===== src/rtl/irq_pkg.sv =====
// Shared constants, FSM encoding and vector helper for the fixed-priority interrupt controller.
package irq_pkg;

    localparam int unsigned NSRC = 4;
    localparam int unsigned IDW  = $clog2(NSRC);
    localparam int unsigned AW   = 10;

    localparam logic [AW-1:0] VBASE = AW'(1008);

    typedef enum logic [1:0] {
        IDLE    = 2'b00,
        REQ     = 2'b01,
        SERVICE = 2'b10
    } irq_state_e;

    // Jump vector for a source: VBASE + 4*id, wrapping at 2^AW.
    function automatic logic [AW-1:0] irq_vec_of(input logic [IDW-1:0] id);
        return VBASE + (AW'(id) << 2);
    endfunction

endpackage


===== src/rtl/sync_edge.sv =====
// Two-flop synchroniser for one event line, followed by a rising-edge pulse detector.
module sync_edge (
    input  logic i_clk,
    input  logic i_rst_n,
    input  logic i_d,
    output logic o_rise_c
);

    logic r_s1;
    logic r_s2;
    logic r_s2_d;

    always_ff @(posedge i_clk or negedge i_rst_n) begin
        if (!i_rst_n) begin
            r_s1   <= 1'b0;
            r_s2   <= 1'b0;
            r_s2_d <= 1'b0;
        end else begin
            r_s1   <= i_d;
            r_s2   <= r_s1;
            r_s2_d <= r_s2;
        end
    end

    assign o_rise_c = r_s2 & ~r_s2_d;

endmodule


===== src/rtl/irq_controller.sv =====
// Fixed-priority interrupt controller: edge-captured pending events, enable mask, irq/ack/eoi handshake.
module irq_controller
    import irq_pkg::*;
(
    input  logic             i_clk,
    input  logic             i_rst_n,
    input  logic [NSRC-1:0]  i_src,
    input  logic             i_ien_we,
    input  logic [NSRC-1:0]  i_ien_in,
    output logic [NSRC-1:0]  o_ien,
    output logic [NSRC-1:0]  o_pending,
    output logic             o_irq,
    output logic [IDW-1:0]   o_irq_id,
    output logic [AW-1:0]    o_irq_vec,
    input  logic             i_ack,
    input  logic             i_eoi
);

    irq_state_e       r_state;
    irq_state_e       w_state_nxt;
    logic [NSRC-1:0]  r_ien;
    logic [NSRC-1:0]  r_pending;
    logic             r_irq;
    logic [IDW-1:0]   r_irq_id;
    logic [AW-1:0]    r_irq_vec;

    logic [NSRC-1:0]  w_rise;
    logic [NSRC-1:0]  w_eligible;
    logic [NSRC-1:0]  w_clr;
    logic [IDW-1:0]   w_win;
    logic             w_load;
    logic             w_take;

    for (genvar g = 0; g < NSRC; g++) begin : g_sync
        sync_edge u_sync (
            .i_clk    (i_clk),
            .i_rst_n  (i_rst_n),
            .i_d      (i_src[g]),
            .o_rise_c (w_rise[g])
        );
    end

    assign w_eligible = r_pending & r_ien;

    // Lowest set index wins.
    always_comb begin
        w_win = '0;
        for (int i = int'(NSRC) - 1; i >= 0; i--) begin
            if (w_eligible[i]) begin
                w_win = IDW'(i);
            end
        end
    end

    always_comb begin
        w_state_nxt = r_state;
        w_load      = 1'b0;
        w_take      = 1'b0;
        case (r_state)
            IDLE: begin
                if (|w_eligible) begin
                    w_state_nxt = REQ;
                    w_load      = 1'b1;
                end
            end
            REQ: begin
                if (i_ack) begin
                    w_state_nxt = SERVICE;
                    w_take      = 1'b1;
                end
            end
            SERVICE: begin
                if (i_eoi) begin
                    w_state_nxt = IDLE;
                end
            end
            default: w_state_nxt = IDLE;
        endcase
    end

    assign w_clr = w_take ? (NSRC'(1) << r_irq_id) : '0;

    always_ff @(posedge i_clk or negedge i_rst_n) begin
        if (!i_rst_n) begin
            r_state   <= IDLE;
            r_irq     <= 1'b0;
            r_irq_id  <= '0;
            r_irq_vec <= VBASE;
            r_pending <= '0;
            r_ien     <= '0;
        end else begin
            r_state   <= w_state_nxt;
            r_irq     <= (w_state_nxt == REQ);
            // A fresh edge on the bit being acknowledged survives the clear.
            r_pending <= (r_pending & ~w_clr) | w_rise;
            if (i_ien_we) begin
                r_ien <= i_ien_in;
            end
            if (w_load) begin
                r_irq_id  <= w_win;
                r_irq_vec <= irq_vec_of(w_win);
            end
        end
    end

    assign o_ien     = r_ien;
    assign o_pending = r_pending;
    assign o_irq     = r_irq;
    assign o_irq_id  = r_irq_id;
    assign o_irq_vec = r_irq_vec;

endmodule

===== config.mk =====
export PLATFORM = sky130hd
export DESIGN_NAME = irq_controller
export DESIGN_NICKNAME = d
export VERILOG_FILES = /design/src/rtl/irq_pkg.sv /design/src/rtl/sync_edge.sv /design/src/rtl/irq_controller.sv
export SDC_FILE = /design/constraint.sdc
export NUM_CORES = 1
export LEC_CHECK = 0
export CORE_MARGIN = 8
export CORE_UTILIZATION = 46
export CTS_CLUSTER_DIAMETER = 50
export CTS_CLUSTER_SIZE = 10
export DETAILED_ROUTE_END_ITERATION = 12
export GPL_TIMING_DRIVEN = 0
export PLACE_DENSITY = 0.82
export SLEW_MARGIN = 30
export SYNTH_ARGS = -nofsm -noshare
export SYNTH_HDL_FRONTEND = slang
export SYNTH_SLANG_ARGS = --single-unit

===== constraint.sdc =====
create_clock -name i_clk -period 3.18 [get_ports i_clk]
set_clock_uncertainty 0.15 [all_clocks]
set_input_delay 0.318 -clock i_clk [delete_from_list [all_inputs] [get_ports i_clk]]
set_output_delay 0.318 -clock i_clk [all_outputs]
set_load 0.005 [all_outputs]

==> flow_summary.json <==
{
  "yosysSeqAreaShare_pct": 66.9,
  "firstDrtPassIters": 4,
  "end_kind": "output pin",
  "rsz0062_at_grt": "no",
  "netlist-cell-type-count": 16,
  "cts-root-buf": "clkbuf_4",
  "gp_congestion": 0.843,
  "row_count": 16,
  "cts_tree": "yes",
  "grt_max_degree": 26,
  "internal_power_mw": 0.629,
  "place_area_um2": 1240,
  "vias": 644,
  "ys_ff_latch": 25,
  "period_share_pct": 59.1,
  "slew_viol_final": 0,
  "antenna_found_initial": 0,
  "post-route-min-period_ns": 1.88,
  "final_area_um2": 1270,
  "yosys.area.top_type_share_pct": 66.9,
  "drt-total-wl_mm": 1.91,
  "power_density_nw_per_um2": 717,
  "multi_input_area_um2": 238,
  "seq_area_um2": 626,
  "use_met1_pct": 10.3,
  "p_leak_nw": 0.573,
  "track_usage_pct": 10.5,
  "wl_per_cell_um": 13.9,
  "io_buffers": 25,
  "mostFrequentLayoutCell": "dfrtp_1",
  "yosys.area.top_type": "dfrtp_1",
  "clock_latency_ns": 0.31,
  "power.share.combinational_pct": 34.3,
  "switching_share_pct": 31.1,
  "fillers": 150,
  "clock_sinks": 25,
  "dp_hpwl_mm": 1.55,
  "tns_ns": 0,
  "drive_above_1_share_pct": 17.3,
  "coreArea_um2": 1940,
  "cp_max_fo": 6,
  "dp_cells": 132,
  "worstMarginPinSlew_ns": 0.525,
  "most-common-layout-cells": "dfrtp_1 (25), clkdlybuf4s50_1 (24), buf_4 (10), conb_1 (8), nand2_1 (6)",
  "cp_slowest_cell": "clkdlybuf4s50_1",
  "cp_cell_sequence": "buf_4, clkdlybuf4s50_1",
  "via_per_inst": 4.70,
  "crit_required_ns": 2.71,
  "cp.arrival_ns": 1.41,
  "drtIter0Drc": 4,
  "seqPwrFrac_pct": 51.2,
  "hold_violations": 0,
  "critical_path.top_delay_family": "buffers and inverters",
  "cts.clk_slew.worst_paths_ns": 0.12,
  "ios": 34,
  "whs_ns": 0.213,
  "cts_resized": 0,
  "cts-buffers-inserted": 3,
  "peakVddDrop_mv": 0.407,
  "status": "completed",
  "setup_viol": 0,
  "yosys-top-cells-area": "dfrtp_1 (67%), buf_4 (8.0%), mux2_2 (4.8%)",
  "syn-cell-area_um2": 935,
  "hp-class": "flop to flop",
  "n_antenna_cell": 0,
  "clock.fmax_ghz": 0.532,
  "grt_pass1_vias": 661,
  "start_util_pct": 48.1,
  "layout.nets": 124,
  "grt_pass1_wl_mm": 2.84,
  "clockBufferDepth": 2,
  "drc": 0,
  "dieArea_um2": 3730,
  "grt_most_used_layer": "met2",
  "die_h_um": 61.1,
  "avgSynthCellArea_um2": 12.6,
  "pwr-share-clk_pct": 14.6,
  "use_met2_pct": 18.7,
  "areaGrowthSynthToFinish_pct": 36.1,
  "relSlewSlack_pct": 65.0,
  "cp_num_buf_inv": 2,
  "cap_violations": 0,
  "start_kind": "flop",
  "final_cells": 137,
  "path_class": "flop to output pin",
  "p_sw_mw": 0.284,
  "ys_warn_count": 0,
  "cts_setup_buffers": 0,
  "die_w_um": 61.1,
  "slowest_delay_ns": 0.50,
  "grt_overflow_total": 0,
  "synth_cells": 74,
  "ant_nets": 0,
  "htree_levels": 1,
  "use_met3_pct": 3.55
}
## synthesized netlist by cell type, drive strengths merged
cell type,n
a21oi,5
nand4b,1
a32o,1
conb,2
o41ai,2
dfrtp,25
a22o,3
nor3b,1
nand2,6
o21ai,7
inv,5
mux2,4
buf,10
nor2,2
## through the flow
step | power [mW] | utilization (%) | setup slack [ns]
2_1_floorplan | 0.595 | - | 2.05
3_3_place_gp | 0.762 | 63.9 | 1.44
3_5_place_dp | 0.787 | 63.7 | 1.57
4_1_cts | 0.920 | 65.5 | 1.29
5_1_grt | 0.969 | 65.5 | 1.23
6_report | 0.913 | 65.5 | 1.30
## what timing repair did
action,CTS,global route
endpoints found under the setup margin,0,0
hold endpoints to repair,25,0
hold buffers,1,0
## layer usage
layer | wire length (um) | up-vias
met2 | 959 | 26
met1 | 705 | 307
met5 | 0 | -
met3 | 215 | 4
li1 | - | 307
met4 | 25 | 0
## registers in the layout, summed over array words and instances (netlist names)
name                  count
o_irq_id                  2
o_irq                     1
o_ien                     4
g_sync.u_sync.r_s2_d      4
r_state                   2
g_sync.u_sync.r_s1        4
g_sync.u_sync.r_s2        4
o_pending                 4
## power by group through the flow
stage	sequential [mW]	combinational [mW]	clock [mW]
2_1_floorplan	0.456	0.139	0
3_3_place_gp	0.462	0.299	0
3_5_place_dp	0.472	0.315	0
4_1_cts	0.465	0.317	0.138
5_1_grt	0.475	0.340	0.154
6_report	0.467	0.313	0.133
## worst paths after layout
check                                                 from                              end  slack [ns]  cells after the start
max in group asynchronous                          i_rst_n  g_sync[2].u_sync.r_s1$_DFF_PN0_        2.18                      2
setup reg to reg                      r_state[1]$_DFF_PN0_           o_pending[2]$_DFF_PN0_        1.88                      3
setup / recovery                   o_irq_id[0]$_DFFE_PN0P_                     o_irq_vec[2]        1.30                      2
min in group asynchronous                          i_rst_n             o_ien[3]$_DFFE_PN0P_        0.35                      2
hold / removal             g_sync[1].u_sync.r_s1$_DFF_PN0_  g_sync[1].u_sync.r_s2$_DFF_PN0_        0.21                      0
hold reg to reg            g_sync[1].u_sync.r_s1$_DFF_PN0_  g_sync[1].u_sync.r_s2$_DFF_PN0_        0.21                      0
## cell type report
cell class,instances,area share (%)
Clock buffer,4,2.06
Timing Repair Buffer,26,20.1
Tap cell,27,2.65
Multi-Input combinational cell,40,18.7
Buffer,10,5.90
Sequential cell,25,49.2
Inverter,5,1.47
## worst reg2reg max path, stage by stage (launching register included)
cell and delay, ns:
dfrtp_1 0.47, nand4b_1 0.23, o21ai_0 0.22, o21ai_0 0.12
## kinds of logic after synthesis
family          count (synthesis)  synth area share (%)
simple gates                   10                  5.22
compound gates                 18                  12.2
other cells                     2                 0.804
mux                             4                  4.82
buf+inv                        15                  10.0
flops                          25                  66.9
(Power assumes the default switching activity.)
